File: src/rtl/lpf_cfg_rx_if.sv
// Serial configuration link between the CPU-side transmitter and the LPF receiver.
// The transmitter (master) drives the serial lines; the receiver (slave) drives
// the filter controls and status.
interface lpf_cfg_rx_if;
    logic       sclk;
    logic       sen;
    logic       sdi;
    logic       pd;
    logic [7:0] fc;
    logic       upd;
    logic       err;
    logic       busy;

    modport master (
        output sclk, sen, sdi,
        input  pd, fc, upd, err, busy
    );

    modport slave (
        input  sclk, sen, sdi,
        output pd, fc, upd, err, busy
    );
endinterface

File: src/rtl/lpf_cfg_rx.sv
// Receive endpoint of the LPF serial configuration link. Oversamples the
// asynchronous sclk/sen/sdi lines, deserializes a 10-bit frame
// (sel, data[7:0] MSB first, even parity) and updates pd or fc on a valid frame.
module lpf_cfg_rx #(
    parameter int unsigned SYNC_STAGES = 2,
    parameter logic [7:0]  FC_RST      = 8'h00,
    parameter logic        PD_RST      = 1'b0
) (
    input logic         clk,
    input logic         rst,
    lpf_cfg_rx_if.slave cfg
);

    typedef enum logic [1:0] {StIdle, StShift, StCheck} state_e;

    logic [SYNC_STAGES-1:0] sclk_sync_q, sclk_sync_d;
    logic [SYNC_STAGES-1:0] sen_sync_q, sen_sync_d;
    logic [SYNC_STAGES-1:0] sdi_sync_q, sdi_sync_d;
    logic [SYNC_STAGES-1:0] fill_q, fill_d;
    logic                   sclk_hist_q, sen_hist_q;
    logic                   armed_q, armed_d;
    logic                   sclk_s, sen_s, sdi_s;
    logic                   sclk_rise, sen_rise, sen_fall;

    state_e     state_q, state_d;
    logic [3:0] cnt_q, cnt_d;
    logic [9:0] sr_q, sr_d;
    logic       pd_q, pd_d;
    logic [7:0] fc_q, fc_d;
    logic       upd_q, upd_d;
    logic       err_q, err_d;
    logic       busy_q, busy_d;
    logic       frame_ok;

    // Synchronizer chains, edge detection and frame-start arming.
    always_comb begin
        sclk_sync_d = {sclk_sync_q[SYNC_STAGES-2:0], cfg.sclk};
        sen_sync_d  = {sen_sync_q[SYNC_STAGES-2:0], cfg.sen};
        sdi_sync_d  = {sdi_sync_q[SYNC_STAGES-2:0], cfg.sdi};
        // fill_q tracks which chain stages hold real samples rather than reset zeros.
        fill_d      = {fill_q[SYNC_STAGES-2:0], 1'b1};
        sclk_s      = sclk_sync_q[SYNC_STAGES-1];
        sen_s       = sen_sync_q[SYNC_STAGES-1];
        sdi_s       = sdi_sync_q[SYNC_STAGES-1];
        // A frame may only start after sen has genuinely been seen low, so a frame
        // already in progress when reset lifts is ignored.
        armed_d     = armed_q | (fill_q[SYNC_STAGES-1] & ~sen_s);
        sclk_rise   = sclk_s & ~sclk_hist_q;
        sen_rise    = sen_s & ~sen_hist_q & armed_q;
        sen_fall    = ~sen_s & sen_hist_q;
    end

    // Register synchronizers, history flops and arming flag.
    always_ff @(posedge clk or posedge rst) begin
        if (rst) begin
            sclk_sync_q <= '0;
            sen_sync_q  <= '0;
            sdi_sync_q  <= '0;
            fill_q      <= '0;
            sclk_hist_q <= 1'b0;
            sen_hist_q  <= 1'b0;
            armed_q     <= 1'b0;
        end else begin
            sclk_sync_q <= sclk_sync_d;
            sen_sync_q  <= sen_sync_d;
            sdi_sync_q  <= sdi_sync_d;
            fill_q      <= fill_d;
            sclk_hist_q <= sclk_s;
            sen_hist_q  <= sen_s;
            armed_q     <= armed_d;
        end
    end

    // Frame FSM next state: shift bits while sen is high, validate for one cycle after.
    always_comb begin
        state_d  = state_q;
        cnt_d    = cnt_q;
        sr_d     = sr_q;
        pd_d     = pd_q;
        fc_d     = fc_q;
        upd_d    = 1'b0;
        err_d    = err_q;
        busy_d   = busy_q;
        frame_ok = (cnt_q == 4'd10) && !(^sr_q);
        unique case (state_q)
            StIdle: begin
                if (sen_rise) begin
                    state_d = StShift;
                    cnt_d   = 4'd0;
                    sr_d    = '0;
                    busy_d  = 1'b1;
                end
            end
            StShift: begin
                // A bit coinciding with the sen falling edge is dropped.
                if (sen_fall) begin
                    state_d = StCheck;
                end else if (sclk_rise) begin
                    sr_d = {sr_q[8:0], sdi_s};
                    // Count 11 marks an over-length frame.
                    if (cnt_q != 4'd11) begin
                        cnt_d = cnt_q + 4'd1;
                    end
                end
            end
            StCheck: begin
                state_d = StIdle;
                busy_d  = 1'b0;
                if (frame_ok) begin
                    if (sr_q[9]) begin
                        fc_d = sr_q[8:1];
                    end else begin
                        pd_d = sr_q[1];
                    end
                    upd_d = 1'b1;
                    err_d = 1'b0;
                end else begin
                    err_d = 1'b1;
                end
            end
            default: state_d = StIdle;
        endcase
    end

    // Frame FSM state and registered outputs.
    always_ff @(posedge clk or posedge rst) begin
        if (rst) begin
            state_q <= StIdle;
            cnt_q   <= 4'd0;
            sr_q    <= '0;
            pd_q    <= PD_RST;
            fc_q    <= FC_RST;
            upd_q   <= 1'b0;
            err_q   <= 1'b0;
            busy_q  <= 1'b0;
        end else begin
            state_q <= state_d;
            cnt_q   <= cnt_d;
            sr_q    <= sr_d;
            pd_q    <= pd_d;
            fc_q    <= fc_d;
            upd_q   <= upd_d;
            err_q   <= err_d;
            busy_q  <= busy_d;
        end
    end

    assign cfg.pd   = pd_q;
    assign cfg.fc   = fc_q;
    assign cfg.upd  = upd_q;
    assign cfg.err  = err_q;
    assign cfg.busy = busy_q;

endmodule

File: src/flat_wrapper.sv
// flat-port wrapper written by rule: the top's interface ports become plain ports
module lpf_cfg_rx_flat 
#(
    parameter int unsigned SYNC_STAGES = 2,
    parameter logic [7:0]  FC_RST      = 8'h00,
    parameter logic        PD_RST      = 1'b0
)
  (clk, rst, cfg_sclk, cfg_sen, cfg_sdi, cfg_pd, cfg_fc, cfg_upd, cfg_err, cfg_busy);
  lpf_cfg_rx_if cfg_i ();
  input logic clk;
  input logic rst;
  input wire logic [$bits(cfg_i.sclk)-1:0] cfg_sclk;
  input wire logic [$bits(cfg_i.sen)-1:0] cfg_sen;
  input wire logic [$bits(cfg_i.sdi)-1:0] cfg_sdi;
  output wire logic [$bits(cfg_i.pd)-1:0] cfg_pd;
  output wire logic [$bits(cfg_i.fc)-1:0] cfg_fc;
  output wire logic [$bits(cfg_i.upd)-1:0] cfg_upd;
  output wire logic [$bits(cfg_i.err)-1:0] cfg_err;
  output wire logic [$bits(cfg_i.busy)-1:0] cfg_busy;
  assign cfg_i.sclk = cfg_sclk;
  assign cfg_i.sen = cfg_sen;
  assign cfg_i.sdi = cfg_sdi;
  assign cfg_pd = cfg_i.pd;
  assign cfg_fc = cfg_i.fc;
  assign cfg_upd = cfg_i.upd;
  assign cfg_err = cfg_i.err;
  assign cfg_busy = cfg_i.busy;
  lpf_cfg_rx #(.SYNC_STAGES(SYNC_STAGES), .FC_RST(FC_RST), .PD_RST(PD_RST)) u_core (.clk(clk), .rst(rst), .cfg(cfg_i));
endmodule
File: config.mk
export PLATFORM = sky130hd
export DESIGN_NAME = lpf_cfg_rx_flat
export DESIGN_NICKNAME = d
export VERILOG_FILES = /design/src/rtl/lpf_cfg_rx_if.sv /design/src/rtl/lpf_cfg_rx.sv /design/src/flat_wrapper.sv
export SDC_FILE = /design/constraint.sdc
export NUM_CORES = 1
export LEC_CHECK = 0
export BUFFER_PORTS_ARGS = -buffer_cell sky130_fd_sc_hd__buf_2
export CAP_MARGIN = 20
export CELL_PAD_IN_SITES_DETAIL_PLACEMENT = 0
export CELL_PAD_IN_SITES_GLOBAL_PLACEMENT = 1
export CORE_MARGIN = 4
export CORE_UTILIZATION = 46
export DETAILED_ROUTE_END_ITERATION = 16
export PLACE_DENSITY = 0.72
export RECOVER_POWER = 100
export SYNTH_ARGS = -nofsm -noshare
export SYNTH_HDL_FRONTEND = slang
export SYNTH_SLANG_ARGS = --single-unit
File: constraint.sdc
create_clock -name clk -period 2.3 [get_ports clk]
set_input_delay 0 -clock clk [delete_from_list [all_inputs] [get_ports clk]]
set_output_delay 0 -clock clk [all_outputs]
set_load 0.1 [all_outputs]
Word level (Yosys, flattened, before mapping)
Index checks and enable logic that the tools add are counted.
Storage, ports and cells
  register bits after elaboration: 39
  word-level logic and storage cells: 64
Operators by class
  add/subtract/negate cells: 1
  eq/ne operators: 9
  multiplexer cells: 17
  bitwise logic cells: 10
  reductions and logical operators: 12
Operators by type and width (count)
  2-to-1 mux 10 bit: 3
  case mux 10 bit (2 select lines): 1
  2-to-1 mux 4 bit: 4
  parity 10 bit: 1
  != test 2 x 1 -> 1 bit, second input constant: 4
  case mux 4 bit (2 select lines): 1
  AND reduction 3 bit: 2
  bitwise AND 1 bit: 5
  AND reduction 5 bit: 1
  adder 4 x 1 -> 4 bit, second input constant: 1
  equality test 4 bit, second input constant: 1
  2-to-1 mux 1 bit: 4
  2-to-1 mux 2 bit: 2
  != test 4 bit, second input constant: 1
  inverter 1 bit: 4
  case mux 2 bit (2 select lines): 1
  AND reduction 2 bit: 2
  AND reduction 4 bit: 1
  nonzero test 2 bit: 2
  equality test 2 x 1 -> 1 bit, second input constant: 1
  equality test 2 bit, second input constant: 1
  logical NOT 2 bit: 1
  != test 2 bit, second input constant: 1
  case mux 1 bit (2 select lines): 1
  other kinds (3): 3

Depth between registers and ports, before layout
Gate-level depths: netlist of the first run.
  depth in word-level cells: 5
  gate-level depth with buffers: 5
  gate-level depth less buffers: 5

Worst setup path after synthesis of the first run
OpenSTA, ideal clock, no wires.
  kind: register to register
  start: register u_core.sr_q[4]
  end: register u_core.fc_q[0], in the netlist u_core.cfg.fc[0]
  setup time: 125 ps
  arrival: 1861 ps
  required time: 2175 ps
  slack: 313 ps
  cell stages (with the launch flop): 6
  period minus slack after synthesis: 1987 ps
  cells stage by stage: dfrtp_1 > xnor2_1 > xnor3_1 > xnor2_1 > nor3b_4 > mux2_2
Between the ends
  cells in the longest elaborated chain, start to end: 4
Ends and longest elaborated chain
  start, declared: line lpf_cfg_rx.sv:27  | logic [9:0] sr_q, sr_d;
  start signal, assigned: line lpf_cfg_rx.sv:139  | sr_q <= sr_d;
  parity 10 bit: line lpf_cfg_rx.sv:84  | frame_ok = (cnt_q == 4'd10) && !(^sr_q);
  logical NOT 1 bit: line lpf_cfg_rx.sv:84
  logical AND 1 bit: line lpf_cfg_rx.sv:84
  AND reduction 3 bit (no source line)
  end signal, assigned: line lpf_cfg_rx.sv:132  | fc_q <= FC_RST;
  end signal, assigned: line lpf_cfg_rx.sv:141  | fc_q <= fc_d;
  end, declared: line lpf_cfg_rx.sv:29  | logic [7:0] fc_q, fc_d;
Every way passes these cells.
A chain may end at the register's enable or synchronous reset.

Worst setup path after layout of the first run
  start: register u_core.sr_q[8]
  end: register u_core.fc_q[0], in the netlist u_core.cfg.fc[0]
Same word-level chain as after synthesis.

==> qor.txt, run 1 <==
Worst Path Required: 2520 ps
Die Span Y: 65.2 um
placed cell count: 169
clk_lat worst skew: 340 ps
max-cap viol count: 0
fin nets: 143
Pleak: 0.812 nW
CTS tree: yes
Layout Cells excl Fill: 181
clock buffer depth: 2
crit end category: register
R2R Setup Slk: 150 ps
fraction of layout cells with a size suffix above 1: 0.175
wire per inst: 12.6 um
Synth Instances: 107
status: completed
drt first pass iters: 4
# clock sinks: 39
Final HPWL DP: 1600 um
IO Port Bufs: 16
GRT Util Overall: 0.126
normalized max-slew margin: 0.213
H-tree depth reported by CTS: 2
global-route wire length before repair: 4060 um
initial antenna violation count: 0
Max Clock Freq: 464 MHz
TritonCTS buffer count: 5
# IOs: 17
DRC: 0
Hold Path Class: input pin to register
synth unique cells: 26
CP arrival: 2370 ps
Final setup viols: 0
Yosys warnings: 0
Slew Limit Fails: 0
Power Density: 770 nW/um2
CP max FO: 8
chip width: 65.2 um
Root Buffer: clkbuf_4
clk_skew: 15.5 ps
Syn-to-layout area delta: 15.1%
largest net degree at the start of global routing: 40
Rows: 20
Final min period: 2150 ps
DR vias/cell: 4.87
Worst Max-Slew Pin Slew: 1190 ps
Startpoint Class: register
RSZ-0062 raised after global routing: false
gr ovfl total: 0
drt total wl: 2290 um
vias: 882
register area share after synthesis: 0.649
initial core utilization: 0.485
initial drt markers: 66
post-CTS setup buffers: 0
#FFs+latches synth: 39
syn_nets: 114
period utilization: 0.937
Syn Area/Cell: 14.1 um2
vias in the first global route: 901
DIE AREA: 4250 um2
clock slew at reported path FFs: 120 ps
mapped cell area: 1500 um2
Resized Gates After CTS: 0
Max VDD drop: 440 uV
critical path type: register to register
core area: 3100 um2
placer congestion estimate: 0.741
Ant. Diodes: 0
Hold Violations, Final: 0
TNS Setup: 0 ps
DRT antenna net count: 0
==> routing by layer <==
| layer | vias up | share of wire | track usage |
|---|---|---|---|
| li1 | 429 | - | - |
| met1 | 434 | 0.50 | 0.167 |
| met2 | 17 | 0.45 | 0.187 |
| met3 | 2 | 0.049 | 0.0547 |
| met4 | 0 | 0.0066 | 0.0389 |
| met5 | - | 0 | 0 |
==> per-stage QoR <==
stage               setup WS, ps  hold WS [ps]  cell area (um2)  power (mW)  utilization
global route                18.6           294             1730        1.42        0.558
finish                       146           296             1730        1.33        0.558
global placement             173           107             1660        1.01        0.535
detailed placement           149           111             1660        1.02        0.535
CTS                          112           281             1760        1.36        0.566
floorplan                    313          31.4             1500       0.968            -
==> critical path, stage by stage, from the launching register on <==
cell and delay [ps]:
dfrtp_1 450, xnor2_1 220, xnor3_1 340, xnor2_1 200
nor3b_4 440, mux2_2 390
==> registers in the layout, indices dropped and copies added (netlist names) <==
signal,count
u_core.sen_hist_q,1
u_core.sdi_sync_q,2
u_core.sen_sync_q,2
u_core.state_q,2
u_core.sr_q,10
u_core.cfg.err,1
u_core.sclk_sync_q,2
u_core.cfg.upd,1
u_core.sclk_hist_q,1
u_core.cnt_q,4
u_core.fill_q,2
u_core.cfg.fc,8
u_core.cfg.busy,1
u_core.cfg.pd,1
u_core.armed_q,1
==> logic make-up (layout without fill, tap and decap cells) <==
logic type | Yosys count | in the layout | synth area share
DFF | 39 | 39 | 0.649
xor gates and xnor gates | 10 | 10 | 0.0674
AOI/OAI and AO/OA | 16 | 16 | 0.0824
muxes | 10 | 10 | 0.0749
adders and majority gates | 2 | 2 | 0.0166
other | 1 | 1 | 0.00249
and+or+nand+nor | 23 | 23 | 0.0924
buffers and inverters | 6 | 36 | 0.0150
==> where the power goes <==
| group | switching, mW | internal [mW] | leakage, nW |
|---|---|---|---|
| sequential | 0.0465 | 0.734 | 0.502 |
| combinational | 0.150 | 0.0725 | 0.282 |
| clock | 0.211 | 0.118 | 0.0282 |
==> what timing repair did <==
| action | 4_1_cts | 5_1_grt |
|---|---|---|
| hold buffers | 4 | 0 |
| hold endpoints to repair | 42 | 0 |
| endpoints found under the setup margin | 0 | 1 |
==> cells in the final DEF (no fill, tap or decap), drive strengths merged <==
cell,instances
inv,4
nand3b,1
nor3,2
ha,2
a21oi,3
o21bai,1
clkbuf,21
nand2b,2
dlygate4sd3,4
xnor2,7
nand4b,1
conb,1
clkinv,1
clkinvlp,1
buf,5
nand4,1
and2,1
nor3b,1
dfrtp,39
o22ai,1
xnor3,1
nand2,1
a22o,10
xor2,2
nor4bb,1
a21o,1
nand3,2
nor2,7
nor2b,3
mux2,10
==> synth_stat cells <==
cell type	n	share of area
a21o_1	1	0.0050
a21oi_1	3	0.010
a22o_1	10	0.058
and2_1	1	0.0042
clkbuf_1	2	0.0050
conb_1	1	0.0025
dfrtp_1	39	0.65
ha_1	2	0.017
inv_1	4	0.010
mux2_2	10	0.075
nand2_1	1	0.0025
nand2b_1	2	0.0083
nand3_1	2	0.0067
nand3b_1	1	0.0050
nand4_1	1	0.0042
nand4b_1	1	0.0058
nor2_1	7	0.017
nor2b_1	3	0.012
nor3_1	2	0.0067
nor3b_4	1	0.012
nor4bb_1	1	0.0067
o21bai_1	1	0.0050
o22ai_1	1	0.0042
xnor2_1	7	0.041
xnor3_1	1	0.015
xor2_1	2	0.012
==> path summary, 6_finish.rpt <==
path                       cells after the start                    end                  from
hold reg to reg                                0   u_core.sen_sync_q[1]  u_core.sen_sync_q[0]
setup / recovery                               5       u_core.cfg.fc[0]        u_core.sr_q[8]
min in group asynchronous                      4         u_core.sr_q[1]                   rst
setup reg to reg                               5       u_core.cfg.fc[0]        u_core.sr_q[8]
hold / removal                                 2  u_core.sclk_sync_q[0]              cfg_sclk
max in group asynchronous                      4         u_core.sr_q[4]                   rst
==> final cells by class <==
cell class | count | area [um2]
fill | 291 | 1370
sequential | 39 | 976
multi-input combinational | 62 | 505
timing repair buffer | 24 | 125
tap | 44 | 55.1
clock buffer | 6 | 41.3
inverter | 4 | 15.0
clock inverter | 2 | 12.5
(Power assumes the default switching activity.)
==> inputs of run 2 (changes only) <==
- BUFFER_PORTS_ARGS: -buffer_cell sky130_fd_sc_hd__buf_2 -> -buffer_cell sky130_fd_sc_hd__buf_4
==> run 2 against run 1 <==
Effect of this change: via count up 2.3%; global-route usage up 0.78 points; design area up 1.7%; clock skew down 12 ps; hold slack better by 30 ps; critical path depth unchanged; combinational power about the same; count of clock-buffer cells in the layout up 1; setup slack worse by 18 ps; largest cell class unchanged.
==> qor.txt, run 2 (synthesis gave the netlist of run 1 again) <==
post-CTS setup buffers: 0
commonest non-fill, non-tap cell in the layout: dfrtp_1
Layout Cells excl Fill: 181
initial core utilization: 0.485
TritonCTS buffer count: 5
drt total wl: 2370 um
DR WL met2: 1100 um
period utilization: 0.944
Largest register FFs: 10
Max Clock Freq: 460 MHz
initial drt markers: 34
Worst Path Required: 2530 ps
vias in the first global route: 959
RSZ-0062 raised after global routing: false
Met3 Wirelength: 109 um
Die Span Y: 65.2 um
clk_skew: 3.84 ps
DR vias/cell: 4.98
DIE AREA: 4250 um2
Hold Path Class: input pin to register
Max VDD drop: 408 uV
switching pwr: 0.417 mW
Routed met1 length: 1110 um
max-cap viol count: 0
# clock sinks: 39
Resized Gates After CTS: 0
Slew Limit Fails: 0
placer congestion estimate: 0.746
CP max FO: 8
clock buffer depth: 2
TNS Setup: 0 ps
FILL cells: 309
CTS tree: yes
clk_lat worst skew: 340 ps
clock share of power: 0.284
crit end category: register
GRT Util Overall: 0.134
gr ovfl total: 0
Final min period: 2170 ps
normalized max-slew margin: 0.218
Final setup viols: 0
largest net degree at the start of global routing: 40
H-tree depth reported by CTS: 2
Combinational Power Share: 0.160
Final HPWL DP: 1610 um
Hold Violations, Final: 0
Syn-to-layout area delta: 17.0%
register area: 976 um2
wire per inst: 13.1 um
Ant. Diodes: 0
Cell Int Power: 0.985 mW
Rows: 20
CP arrival: 2400 ps
fraction of layout cells with a size suffix above 1: 0.182
Flop pwr share: 0.557
global-route wire length before repair: 4310 um
core area: 3100 um2
DRC: 0
Most flops, register: u_core.sr_q
critical path type: register to register
Root Buffer: clkbuf_4
status: completed
switching share of power: 0.297
fin nets: 143
placed cell count: 169
most frequent cells in the layout: dfrtp_1 (39), clkbuf_1 (14), a22o_1 (10), mux2_2 (10), clkbuf_4 (9)
IO Port Bufs: 16
Pleak: 0.825 nW
Startpoint Class: register
Max Used Layer: met4
Power Density: 797 nW/um2
drt first pass iters: 4
Worst Max-Slew Pin Slew: 1180 ps
initial antenna violation count: 0
# IOs: 17
Multi-input gate area: 505 um2
chip width: 65.2 um
clock slew at reported path FFs: 110 ps
DRT antenna net count: 0
R2R Setup Slk: 130 ps
vias: 902
run 2: changes by cell type in the layout (fill, tap and decap cells not counted):
cell / previous run / this run
buf_2: 4 / 0
clkbuf_4: 5 / 9
clkbuf_8: 0 / 2
clkbuf_1: 15 / 14
clkinv_2: 1 / 0
run 2: what timing repair did:
action	CTS	global route
hold buffers	4	0
setup endpoints to repair	0	8
hold endpoints to repair	42	0
run 2: worst max-delay path, stage by stage, from the launching register on:
cell     delay [ps]
dfrtp_1         430
xnor2_1         170
xnor3_1         420
xnor2_1         210
nor3b_4         450
mux2_2          390
run 2: final timing paths:
path                                 startpoint                    end  cells past startpoint
setup / recovery                 u_core.sr_q[4]       u_core.cfg.fc[3]                      5
hold / removal                         cfg_sclk  u_core.sclk_sync_q[0]                      2
setup reg to reg                 u_core.sr_q[4]       u_core.cfg.fc[3]                      5
hold reg to reg            u_core.sen_sync_q[0]   u_core.sen_sync_q[1]                      0
max in group asynchronous                   rst        u_core.cnt_q[1]                      4
min in group asynchronous                   rst      u_core.state_q[1]                      4
run 2: through the flow:
stage	power [mW]	util	area (um2)	hold slack, ps	setup WS, ps
after floorplan	0.968	-	1500	31.4	313
after global placement	1.02	0.548	1700	109	172
after detailed placement	1.03	0.548	1700	110	108
after CTS	1.43	0.585	1810	291	84.2
after global routing	1.49	0.567	1760	328	3.91
final	1.40	0.567	1760	326	128
run 2: power groups by stage:
stage	logic [mW]	clock network [mW]	registers [mW]
floorplan	0.118	0	0.851
global placement	0.230	0	0.792
CTS	0.239	0.409	0.781
global route	0.252	0.446	0.792
detailed placement	0.234	0	0.795
finish	0.224	0.398	0.781
run 2: final cells by class:
cell class	instances	share of cell area
clock buffer	7	0.0370
clock inverter	1	0.00427
inverter	4	0.00853
multi-input combinational	62	0.287
sequential	39	0.555
tap	44	0.0313
timing repair buffer	24	0.0768
run 2: metal layers:
metal	vias to the layer above	track usage
met5	-	0
met4	0	0.0622
met2	17	0.206
met3	5	0.0427
met1	454	0.172
li1	426	-
